## src/rtl/rip_bp_pkg.sv

```systemverilog
// Shared branch-predictor types: 2-bit saturating counter encoding, PHT scheduler
// FSM states and the counter update rule used by both predictor and PHT writer.
package rip_bp_pkg;

  typedef enum logic [1:0] {
    STRONGLY_UNTAKEN = 2'b00,
    WEAKLY_UNTAKEN   = 2'b01,
    WEAKLY_TAKEN     = 2'b10,
    STRONGLY_TAKEN   = 2'b11
  } two_bit_saturating_counter_t;

  typedef enum logic {
    ST_INIT = 1'b0,
    ST_RUN  = 1'b1
  } pht_state_e;

  function automatic two_bit_saturating_counter_t sat_update(
    input two_bit_saturating_counter_t counter,
    input logic                        actual
  );
    two_bit_saturating_counter_t res;
    res = counter;
    if (actual) begin
      if (counter != STRONGLY_TAKEN) res = two_bit_saturating_counter_t'(counter + 2'd1);
    end else begin
      if (counter != STRONGLY_UNTAKEN) res = two_bit_saturating_counter_t'(counter - 2'd1);
    end
    return res;
  endfunction

endpackage

```

## src/rtl/rip_bp_update_queue.sv

```systemverilog
// Circular FIFO of pending PHT writes {index, next counter}, with a per-entry
// index compare so fetch can see lookups that hit a not-yet-written entry.
module rip_bp_update_queue
  import rip_bp_pkg::*;
#(
  parameter int ADDR_WIDTH = 10,
  parameter int DEPTH      = 4
) (
  input  logic                        clk,
  input  logic                        rst,
  input  logic                        clr,
  input  logic                        push,
  input  logic [ADDR_WIDTH-1:0]       push_index,
  input  two_bit_saturating_counter_t push_counter,
  input  logic                        pop,
  input  logic [ADDR_WIDTH-1:0]       lookup_index,
  output logic [ADDR_WIDTH-1:0]       head_index,
  output two_bit_saturating_counter_t head_counter,
  output logic                        full,
  output logic                        empty,
  output logic                        lookup_match
);

  localparam int PTR_W = $clog2(DEPTH);
  localparam int CNT_W = PTR_W + 1;

  typedef struct packed {
    logic [ADDR_WIDTH-1:0]       index;
    two_bit_saturating_counter_t counter;
  } entry_t;

  entry_t           mem_q [DEPTH];
  entry_t           mem_d [DEPTH];
  logic [PTR_W-1:0] head_q, head_d;
  logic [PTR_W-1:0] tail_q, tail_d;
  logic [CNT_W-1:0] count_q, count_d;
  logic [PTR_W-1:0] offset;

  always_comb begin
    for (int i = 0; i < DEPTH; i++) mem_d[i] = mem_q[i];
    head_d  = head_q;
    tail_d  = tail_q;
    count_d = count_q + CNT_W'(push) - CNT_W'(pop);
    if (push) begin
      mem_d[tail_q] = '{index: push_index, counter: push_counter};
      tail_d        = tail_q + PTR_W'(1);
    end
    if (pop) head_d = head_q + PTR_W'(1);
    if (clr) begin
      head_d  = '0;
      tail_d  = '0;
      count_d = '0;
    end
  end

  // Pointers and count are control; the storage array is left unreset.
  always_ff @(posedge clk) begin
    if (rst) begin
      head_q  <= '0;
      tail_q  <= '0;
      count_q <= '0;
    end else begin
      head_q  <= head_d;
      tail_q  <= tail_d;
      count_q <= count_d;
    end
    for (int i = 0; i < DEPTH; i++) mem_q[i] <= mem_d[i];
  end

  assign head_index   = mem_q[head_q].index;
  assign head_counter = mem_q[head_q].counter;
  assign full         = (count_q == CNT_W'(DEPTH));
  assign empty        = (count_q == '0);

  // An entry is live when its distance from the head is below the count.
  always_comb begin
    lookup_match = 1'b0;
    offset       = '0;
    for (int i = 0; i < DEPTH; i++) begin
      offset = PTR_W'(i) - head_q;
      if (({1'b0, offset} < count_q) && (mem_q[i].index == lookup_index))
        lookup_match = 1'b1;
    end
  end

endmodule

```

## src/rtl/rip_bp_pht_scheduler.sv

```systemverilog
// PHT write-port owner: walks the table with INIT_VALUE after reset/flush, then
// drains queued resolved-branch counter updates at one write per cycle.
module rip_bp_pht_scheduler
  import rip_bp_pkg::*;
#(
  parameter int         ADDR_WIDTH  = 10,
  parameter int         QUEUE_DEPTH = 4,
  parameter logic [1:0] INIT_VALUE  = 2'b01
) (
  input  logic                  clk,
  input  logic                  rst,
  input  logic                  flush_req,
  output logic                  busy,
  input  logic                  upd_valid,
  output logic                  upd_ready,
  input  logic [ADDR_WIDTH-1:0] upd_index,
  input  logic [1:0]            upd_counter,
  input  logic                  upd_actual,
  input  logic                  wr_hold,
  output logic                  pht_we,
  output logic [ADDR_WIDTH-1:0] pht_waddr,
  output logic [1:0]            pht_wdata,
  input  logic [ADDR_WIDTH-1:0] lookup_index,
  output logic                  lookup_pending
);

  localparam logic [ADDR_WIDTH-1:0] LAST_ADDR = '1;

  pht_state_e                  state_q, state_d;
  logic [ADDR_WIDTH-1:0]       init_addr_q, init_addr_d;
  logic                        in_run;
  logic                        push, pop, q_clr;
  logic                        q_full, q_empty, q_match;
  logic [ADDR_WIDTH-1:0]       head_index;
  two_bit_saturating_counter_t head_counter;

  assign in_run = (state_q == ST_RUN);
  assign push   = upd_valid & upd_ready & ~flush_req;
  assign pop    = in_run & ~rst & ~q_empty & ~wr_hold;
  assign q_clr  = in_run & flush_req;

  rip_bp_update_queue #(
    .ADDR_WIDTH (ADDR_WIDTH),
    .DEPTH      (QUEUE_DEPTH)
  ) u_queue (
    .clk          (clk),
    .rst          (rst),
    .clr          (q_clr),
    .push         (push),
    .push_index   (upd_index),
    .push_counter (sat_update(two_bit_saturating_counter_t'(upd_counter), upd_actual)),
    .pop          (pop),
    .lookup_index (lookup_index),
    .head_index   (head_index),
    .head_counter (head_counter),
    .full         (q_full),
    .empty        (q_empty),
    .lookup_match (q_match)
  );

  always_comb begin
    state_d     = state_q;
    init_addr_d = init_addr_q;
    case (state_q)
      ST_INIT: begin
        if (flush_req) begin
          init_addr_d = '0;
        end else begin
          init_addr_d = init_addr_q + 1'b1;
          if (init_addr_q == LAST_ADDR) state_d = ST_RUN;
        end
      end
      ST_RUN: begin
        if (flush_req) begin
          state_d     = ST_INIT;
          init_addr_d = '0;
        end
      end
      default: state_d = ST_INIT;
    endcase
  end

  always_ff @(posedge clk) begin
    if (rst) begin
      state_q     <= ST_INIT;
      init_addr_q <= '0;
    end else begin
      state_q     <= state_d;
      init_addr_q <= init_addr_d;
    end
  end

  // rst gates the outputs directly so the port is quiet for the whole reset window.
  always_comb begin
    busy           = 1'b1;
    upd_ready      = 1'b0;
    pht_we         = 1'b0;
    pht_waddr      = '0;
    pht_wdata      = INIT_VALUE;
    lookup_pending = 1'b0;
    if (!rst) begin
      if (in_run) begin
        busy           = 1'b0;
        upd_ready      = ~q_full;
        pht_we         = ~q_empty & ~wr_hold;
        pht_waddr      = head_index;
        pht_wdata      = head_counter;
        lookup_pending = q_match;
      end else begin
        pht_we    = 1'b1;
        pht_waddr = init_addr_q;
      end
    end
  end

endmodule

```

## config.mk

```make
export PLATFORM = sky130hd
export DESIGN_NAME = rip_bp_pht_scheduler
export DESIGN_NICKNAME = d
export VERILOG_FILES = /design/src/rtl/rip_bp_pkg.sv /design/src/rtl/rip_bp_update_queue.sv /design/src/rtl/rip_bp_pht_scheduler.sv
export SDC_FILE = /design/constraint.sdc
export NUM_CORES = 1
export LEC_CHECK = 0
export BUFFER_PORTS_ARGS = -buffer_cell sky130_fd_sc_hd__buf_2
export CORE_UTILIZATION = 35
export CTS_BUF_LIST = sky130_fd_sc_hd__clkbuf_8
export CTS_CLUSTER_SIZE = 30
export DETAILED_ROUTE_END_ITERATION = 12
export GPL_TIMING_DRIVEN = 0
export PLACE_DENSITY_LB_ADDON = 0.08
export SYNTH_ARGS = -nofsm -noshare
export SYNTH_HDL_FRONTEND = slang
export SYNTH_SLANG_ARGS = --single-unit
```

## constraint.sdc

```tcl
create_clock -name clk -period 4 [get_ports clk]
set_input_delay 0.2 -clock clk [delete_from_list [all_inputs] [get_ports clk]]
set_output_delay 0.2 -clock clk [all_outputs]
set_load 0.05 [all_outputs]
```

; Yosys cells after proc, flatten, opt, wreduce, memory -nomap -nowiden
; Memory sizes are Yosys's and may differ from the RTL's. A register that Yosys moved wholly into a read port is not among the register bits.
; Index checks and enable logic that the tools add are counted.
[classes]
addsub = 11
n_lt_le_gt_ge = 6
n_eq_ne = 8
muxes = 32
bitwise = 14
n_reduce_logical = 8
[op_table]
columns = operator, n
row1 = bitwise mux 48 bit, 1
row2 = 2-to-1 mux 48 bit, 1
row3 = == test 10 bit, 4
row4 = 2-to-1 mux 10 bit, 4
row5 = demux 12 bit (select 2 bit), 1
row6 = case mux 10 bit (2 select lines), 1
row7 = 2-to-1 mux 1 bit, 15
row8 = 2-to-1 mux 2 bit, 7
row9 = < comparator 2 x 3 -> 1 bit, 4
row10 = 2-to-1 mux 12 bit, 1
row11 = adder 10 x 1 -> 10 bit (second input constant), 1
row12 = == test 10 bit (second input constant), 1
row13 = AND 1 bit, 7
row14 = adder 2 x 1 -> 2 bit (second input constant), 3
row15 = NOT 1 bit, 6
row16 = logical AND 1 bit, 5
row17 = inequality test 2 bit (second input constant), 2
row18 = subtractor 1 x 2 -> 2 bit (first input constant), 2
row19 = subtractor 2 bit (first input constant), 2
row20 = adder 3 x 1 -> 3 bit, 1
row21 = == test 3 bit (second input constant), 1
row22 = >= comparator 3 bit (second input constant), 1
row23 = zero test 3 bit, 1
row24 = < comparator 3 x 1 -> 1 bit (second input constant), 1
row25 = other kinds (6), 6
[totals]
reg_bits = 18
mem_bits_rw = 48
out_inout_bits = 16
word_cells = 85
mem_count = 1
[mem_list]
columns = name, depth, word_bits, rd, rd_ports_with_merged_regs, wr, line_no
row1 = u_queue.mem_q, 4, 12, 5, 1, 4, rip_bp_update_queue.sv:32  ; entry_t mem_q [DEPTH];

; Depth between registers and ports, before layout
[logic_depth]
ltp_word = 9
depth_mapped = 8
ltp_nobuf = 8

; By module
; A second synthesis with hierarchy kept.
[hier_totals]
hier_cells = 275
hier_area_um2 = 3473.3
[modules_own_cells]
columns = mod, n_inst, cells_per_inst, area_each_um2
row1 = rip_bp_update_queue, 1, 183, 2727.6
row2 = rip_bp_pht_scheduler, 1, 92, 745.7

; Least setup slack after synthesis
; Ideal clock, no wire load.
[synth_timing]
path_type = register to register
startpoint = register state_q, in the netlist in_run
endpoint = register u_queue.count_q[1]
setup_time_ns = 0.115
arrival_time_ns = 2.790
t_required_ns = 3.885
setup_slack_ns = 1.095
path_stages_with_launch = 8
path_buffers = 1
synth_period_minus_slack_ns = 2.905
path_cell_list = dfxtp_1 -> nand2b_1 -> a31oi_1 -> and3b_1 -> buf_2 -> ha_1 -> fa_1 -> and2_1
[synth_between]
elab_chain_len = 6
word_cells_on_any_way = 11
cone_classes = add/sub (2) / mux (2) / bitwise (6) / reduce/logical (1)
[synth_rtl]
columns = item, line_no
row1 = start: declaration, rip_bp_pht_scheduler.sv:29  ; pht_state_e state_q, state_d;
row2 = start signal: assignment, rip_bp_pht_scheduler.sv:88  ; state_q <= state_d;
row3 = 2-to-1 mux 1 bit, rip_bp_pht_scheduler.sv:102  ; if (in_run) begin
row4 = 2-to-1 mux 1 bit, rip_bp_pht_scheduler.sv:101  ; if (!rst) begin
row5 = via upd_ready, rip_bp_pht_scheduler.sv:15  ; output logic upd_ready,
row6 = AND 1 bit (2 in series), rip_bp_pht_scheduler.sv:38  ; assign push = upd_valid & upd_ready & ~flush_req;
row7 = via push, rip_bp_pht_scheduler.sv:32  ; logic push, pop, q_clr;
row8 = adder 3 x 1 -> 3 bit, rip_bp_update_queue.sv:43  ; count_d = count_q + CNT_W'(push) - CNT_W'(pop);
row9 = subtractor 3 x 1 -> 3 bit, rip_bp_update_queue.sv:43
row10 = end signal: assignment, rip_bp_update_queue.sv:65  ; count_q <= count_d;
row11 = end: declaration, rip_bp_update_queue.sv:36  ; logic [CNT_W-1:0] count_q, count_d;
; The timed path passes the listed nets, and every way through them passes these cells.
; A chain may end at the register's enable or synchronous reset.

; Final worst setup path
[layout_timing]
startpoint = register u_queue.head_q[0]
endpoint = output lookup_pending
[layout_between]
elab_chain_len = 9
word_cells_on_any_way = 18
cone_classes = add/sub (4) / order compare (4) / mux (6) / reduce/logical (4)
[layout_rtl]
columns = item, line_no
row1 = start: declaration, rip_bp_update_queue.sv:34  ; logic [PTR_W-1:0] head_q, head_d;
row2 = start signal: assignment, rip_bp_update_queue.sv:59  ; head_q <= '0;
row3 = start signal: assignment, rip_bp_update_queue.sv:63  ; head_q <= head_d;
row4 = subtractor 1 x 2 -> 2 bit, rip_bp_update_queue.sv:80  ; offset = PTR_W'(i) - head_q;
row5 = < comparator 2 x 3 -> 1 bit, rip_bp_update_queue.sv:81  ; if (({1'b0, offset} < count_q) && (mem_q[i].index == lookup_index))
row6 = logical AND 1 bit, rip_bp_update_queue.sv:81
row7 = 2-to-1 mux 1 bit (3 in series), rip_bp_update_queue.sv:81
row8 = 2-to-1 mux 1 bit (*), rip_bp_update_queue.sv:81
row9 = 2-to-1 mux 1 bit (*), rip_bp_pht_scheduler.sv:102
row10 = 2-to-1 mux 1 bit (*), rip_bp_pht_scheduler.sv:101
row11 = end: declaration, rip_bp_pht_scheduler.sv:24  ; output logic lookup_pending
; Mark *: on every way between the ends. The rest lies on a longest branch, timed or not.

==> results.sh <==
export IMPL_critPathRequiredTime_ps=3800
export IMPL_finalHoldViolCount=0
export IMPL_crit_path_cell_trace="xnor2_1 -> ha_1 -> a21oi_1 -> o21ai_1 -> or4_1 -> a41oi_2 -> buf_2"
export IMPL_holdPathStages=1
export IMPL_io_buffers=41
export IMPL_fillers=963
export IMPL_power_density_mw_per_mm2=349
export IMPL_holdCritStartpoint="upd_index[6]"
export IMPL_drc=0
export IMPL_critPathMaxStageDelay_ps=550
export IMPL_die_w_um=101
export IMPL_core_area_mm2=0.00937
export IMPL_synth_edf_count=48
export IMPL_cts_root_buf="clkbuf_8"
export IMPL_place_hpwl_um=5480
export IMPL_fin_skew_ps=9.34
export IMPL_clk_pin_slew_ps=80
export IMPL_cts_tree="built"
export IMPL_yosys_cell_types_count=36
export IMPL_yosysSeqAreaShare=0.539
export IMPL_crit_type="flip-flop to output port"
export IMPL_crit_arrival_ps=2530
export IMPL_slew_viol_final=0
export IMPL_dieArea_mm2=0.0102
export IMPL_pin_count=44
export IMPL_routed_via_density=4.86
export IMPL_path_delay_family="simple AND/OR/NAND/NOR gates"
export IMPL_num_antenna_cells=0
export IMPL_min_path_type="primary input to flip-flop"
export IMPL_r2r_start="in_run"
export IMPL_clock_path_buffers=2
export IMPL_r2r_slack_ps=1770
export IMPL_status="finished clean"
export IMPL_layout_cells_most_common="edfxtp_1"
export IMPL_r2r_cells=7
export IMPL_setup_viol=0
export IMPL_cap_viol_max_count=0
export IMPL_start_kind="flip-flop"
export IMPL_gp_congestion=0.766
export IMPL_tns_ps=0
export IMPL_initial_core_util=0.365
export IMPL_grt_antenna_before_repair=0
export IMPL_drt_iter0_drc=58
export IMPL_cts_sinks=68
export IMPL_ys_ff_latch=68
export IMPL_async_flop_share=0
export IMPL_cts_max_level=3
export IMPL_cp_end_kind="output port"
export IMPL_post_synth_top_area_cell="edfxtp_1"
export IMPL_syn_inst=263
export IMPL_holdBufCountCts=0
export IMPL_wl_um=7500
export IMPL_path_buf_inv=1
export IMPL_yosys_most_used_dff="edfxtp_1"
export IMPL_post_cts_resized=0
export IMPL_post_route_util=0.425
export IMPL_r2r_end="u_queue.count_q[1]"
export IMPL_crit_fanout=6
export IMPL_drive_above_1_share=0.231
export IMPL_grt_pass1_wl_um=12100
export IMPL_rows=35
export IMPL_grt_max_degree=14
export IMPL_synth_fp_nets=303
export IMPL_worst_pin_slew_ps=746
export IMPL_rsz0062_at_grt="no"
export IMPL_synth_top_cell_area_share=0.422
export IMPL_yosysWarnings=0
export IMPL_wl_per_cell_um=16.7
export IMPL_num_vias=2181
export IMPL_post_route_min_period_ps=2730
export IMPL_ant_nets=0
export IMPL_die_y_um=101
export IMPL_slew_headroom=0.502
export IMPL_period_share=0.683
export IMPL_finalNetCount=355
export IMPL_fmax_mhz=366
export IMPL_min_to="u_queue.mem_q[2][8]"
export IMPL_grt_overflow=0
export IMPL_max_vdd_ir_drop_v=0.000163
export IMPL_post_cts_buffers=0
export IMPL_track_usage=0.165
export IMPL_first_pass_iters=4
export IMPL_area_delta_synth_final_pct=16.5
export IMPL_grt_pass1_vias=2211
export IMPL_final_cell_mix="48 x edfxtp_1, 44 x buf_2, 33 x xor2_1"
export IMPL_numCtsBuffers=9
export IMPL_clk_latency_ps=350
export IMPL_cpMaxStageDelayCell="or4_1"
export IMPL_synthTopCellsByArea="edfxtp_1 42%, dfxtp_1 12%, xor2_1 8.5%"
export IMPL_p_leak_uw=0.00140
export IMPL_syn_area_per_cell_um2=13.0
export IMPL_synth_area_mm2=0.00342
per-layer routing:
metal,track usage,vias to the layer above,routed length (um)
met5,0,-,0
met3,0.0444,10,282
li1,-,1046,-
met2,0.267,47,3520
met4,0.0502,0,93
met1,0.218,1078,3600
area by class of cell:
class                      count  area, um2  share of cell area
buffer                         9       37.5             0.00942
clock buffer                   9        124              0.0311
clock inverter                 7       75.1              0.0188
inverter                       9       33.8             0.00848
multi-input combinational    177       1510               0.378
sequential                    68       1840               0.462
tap                          129        161              0.0405
timing repair buffer          41        205              0.0515
registers in the layout (all words and copies together), names as in the netlist, named ones only:
name and flops:
u_queue.mem_q 48, init_addr_q 10, u_queue.count_q 3, u_queue.head_q 2
u_queue.tail_q 2, in_run 1
worst reg2reg max path, stage by stage, from the launching register on:
cell and delay (ps):
dfxtp_1 350, nand2b_1 230, nor3_1 490, ha_1 310, inv_1 50, ha_1 150
fa_1 400, and2_1 140
power breakdown:
group	leakage, uW	internal (uW)	switching [uW]
combinational	0.000713	24.6	39.2
sequential	0.000593	753	1.06
clock	0.0000935	290	284
total	0.00140	1070	324
cell usage after synthesis (2+ instances only):
library cell and number:
a31oi_1 2, or2_1 2, nor2_1 30, nor4_1 5
xor2_1 33, nand4_1 2, inv_1 8, o21ai_0 2
mux4_2 12, nor3_1 4, ha_1 11, clkbuf_1 6
nand2b_1 2, edfxtp_1 48, buf_2 3, maj3_1 2
nand2_1 3, and2_1 6, or4_1 3, nor2b_1 4
mux2i_1 11, dfxtp_1 20, a21oi_1 6, xnor2_1 21
nand3_1 6
cell families after synthesis:
group / share of synthesized area
xor+xnor: 0.138
flops: 0.539
mux: 0.111
buf+inv: 0.0209
fa+ha+maj: 0.0520
compound gates: 0.0286
simple gates: 0.110
per-stage QoR:
step                      area, um2  worst slack (ps)  cells  hold slack, ps  total power (uW)
after floorplan                3420              1100    263             299               802
after detailed placement       3780              1620    433             423               835
after global routing           3980              1120    449            53.5              1440
after CTS                      3980              1250    449            43.8              1410
after global placement         3780              1620    433             414               834
final                          3980              1270    449            65.6              1390
how the worst max path moves through the flow:
stage / start / end / slack [ps] / cells after the start
after floorplan: in_run / u_queue.count_q[1] / 1100 / 7
after detailed placement: rst / u_queue.mem_q[0][8] / 1620 / 6
final: u_queue.head_q[0] / lookup_pending / 1270 / 7
after CTS: u_queue.head_q[0] / lookup_pending / 1250 / 8
after global routing: u_queue.head_q[0] / lookup_pending / 1120 / 8
after global placement: u_queue.head_q[0] / lookup_pending / 1620 / 8
No activity file was read; power rests on OpenSTA's default activity.
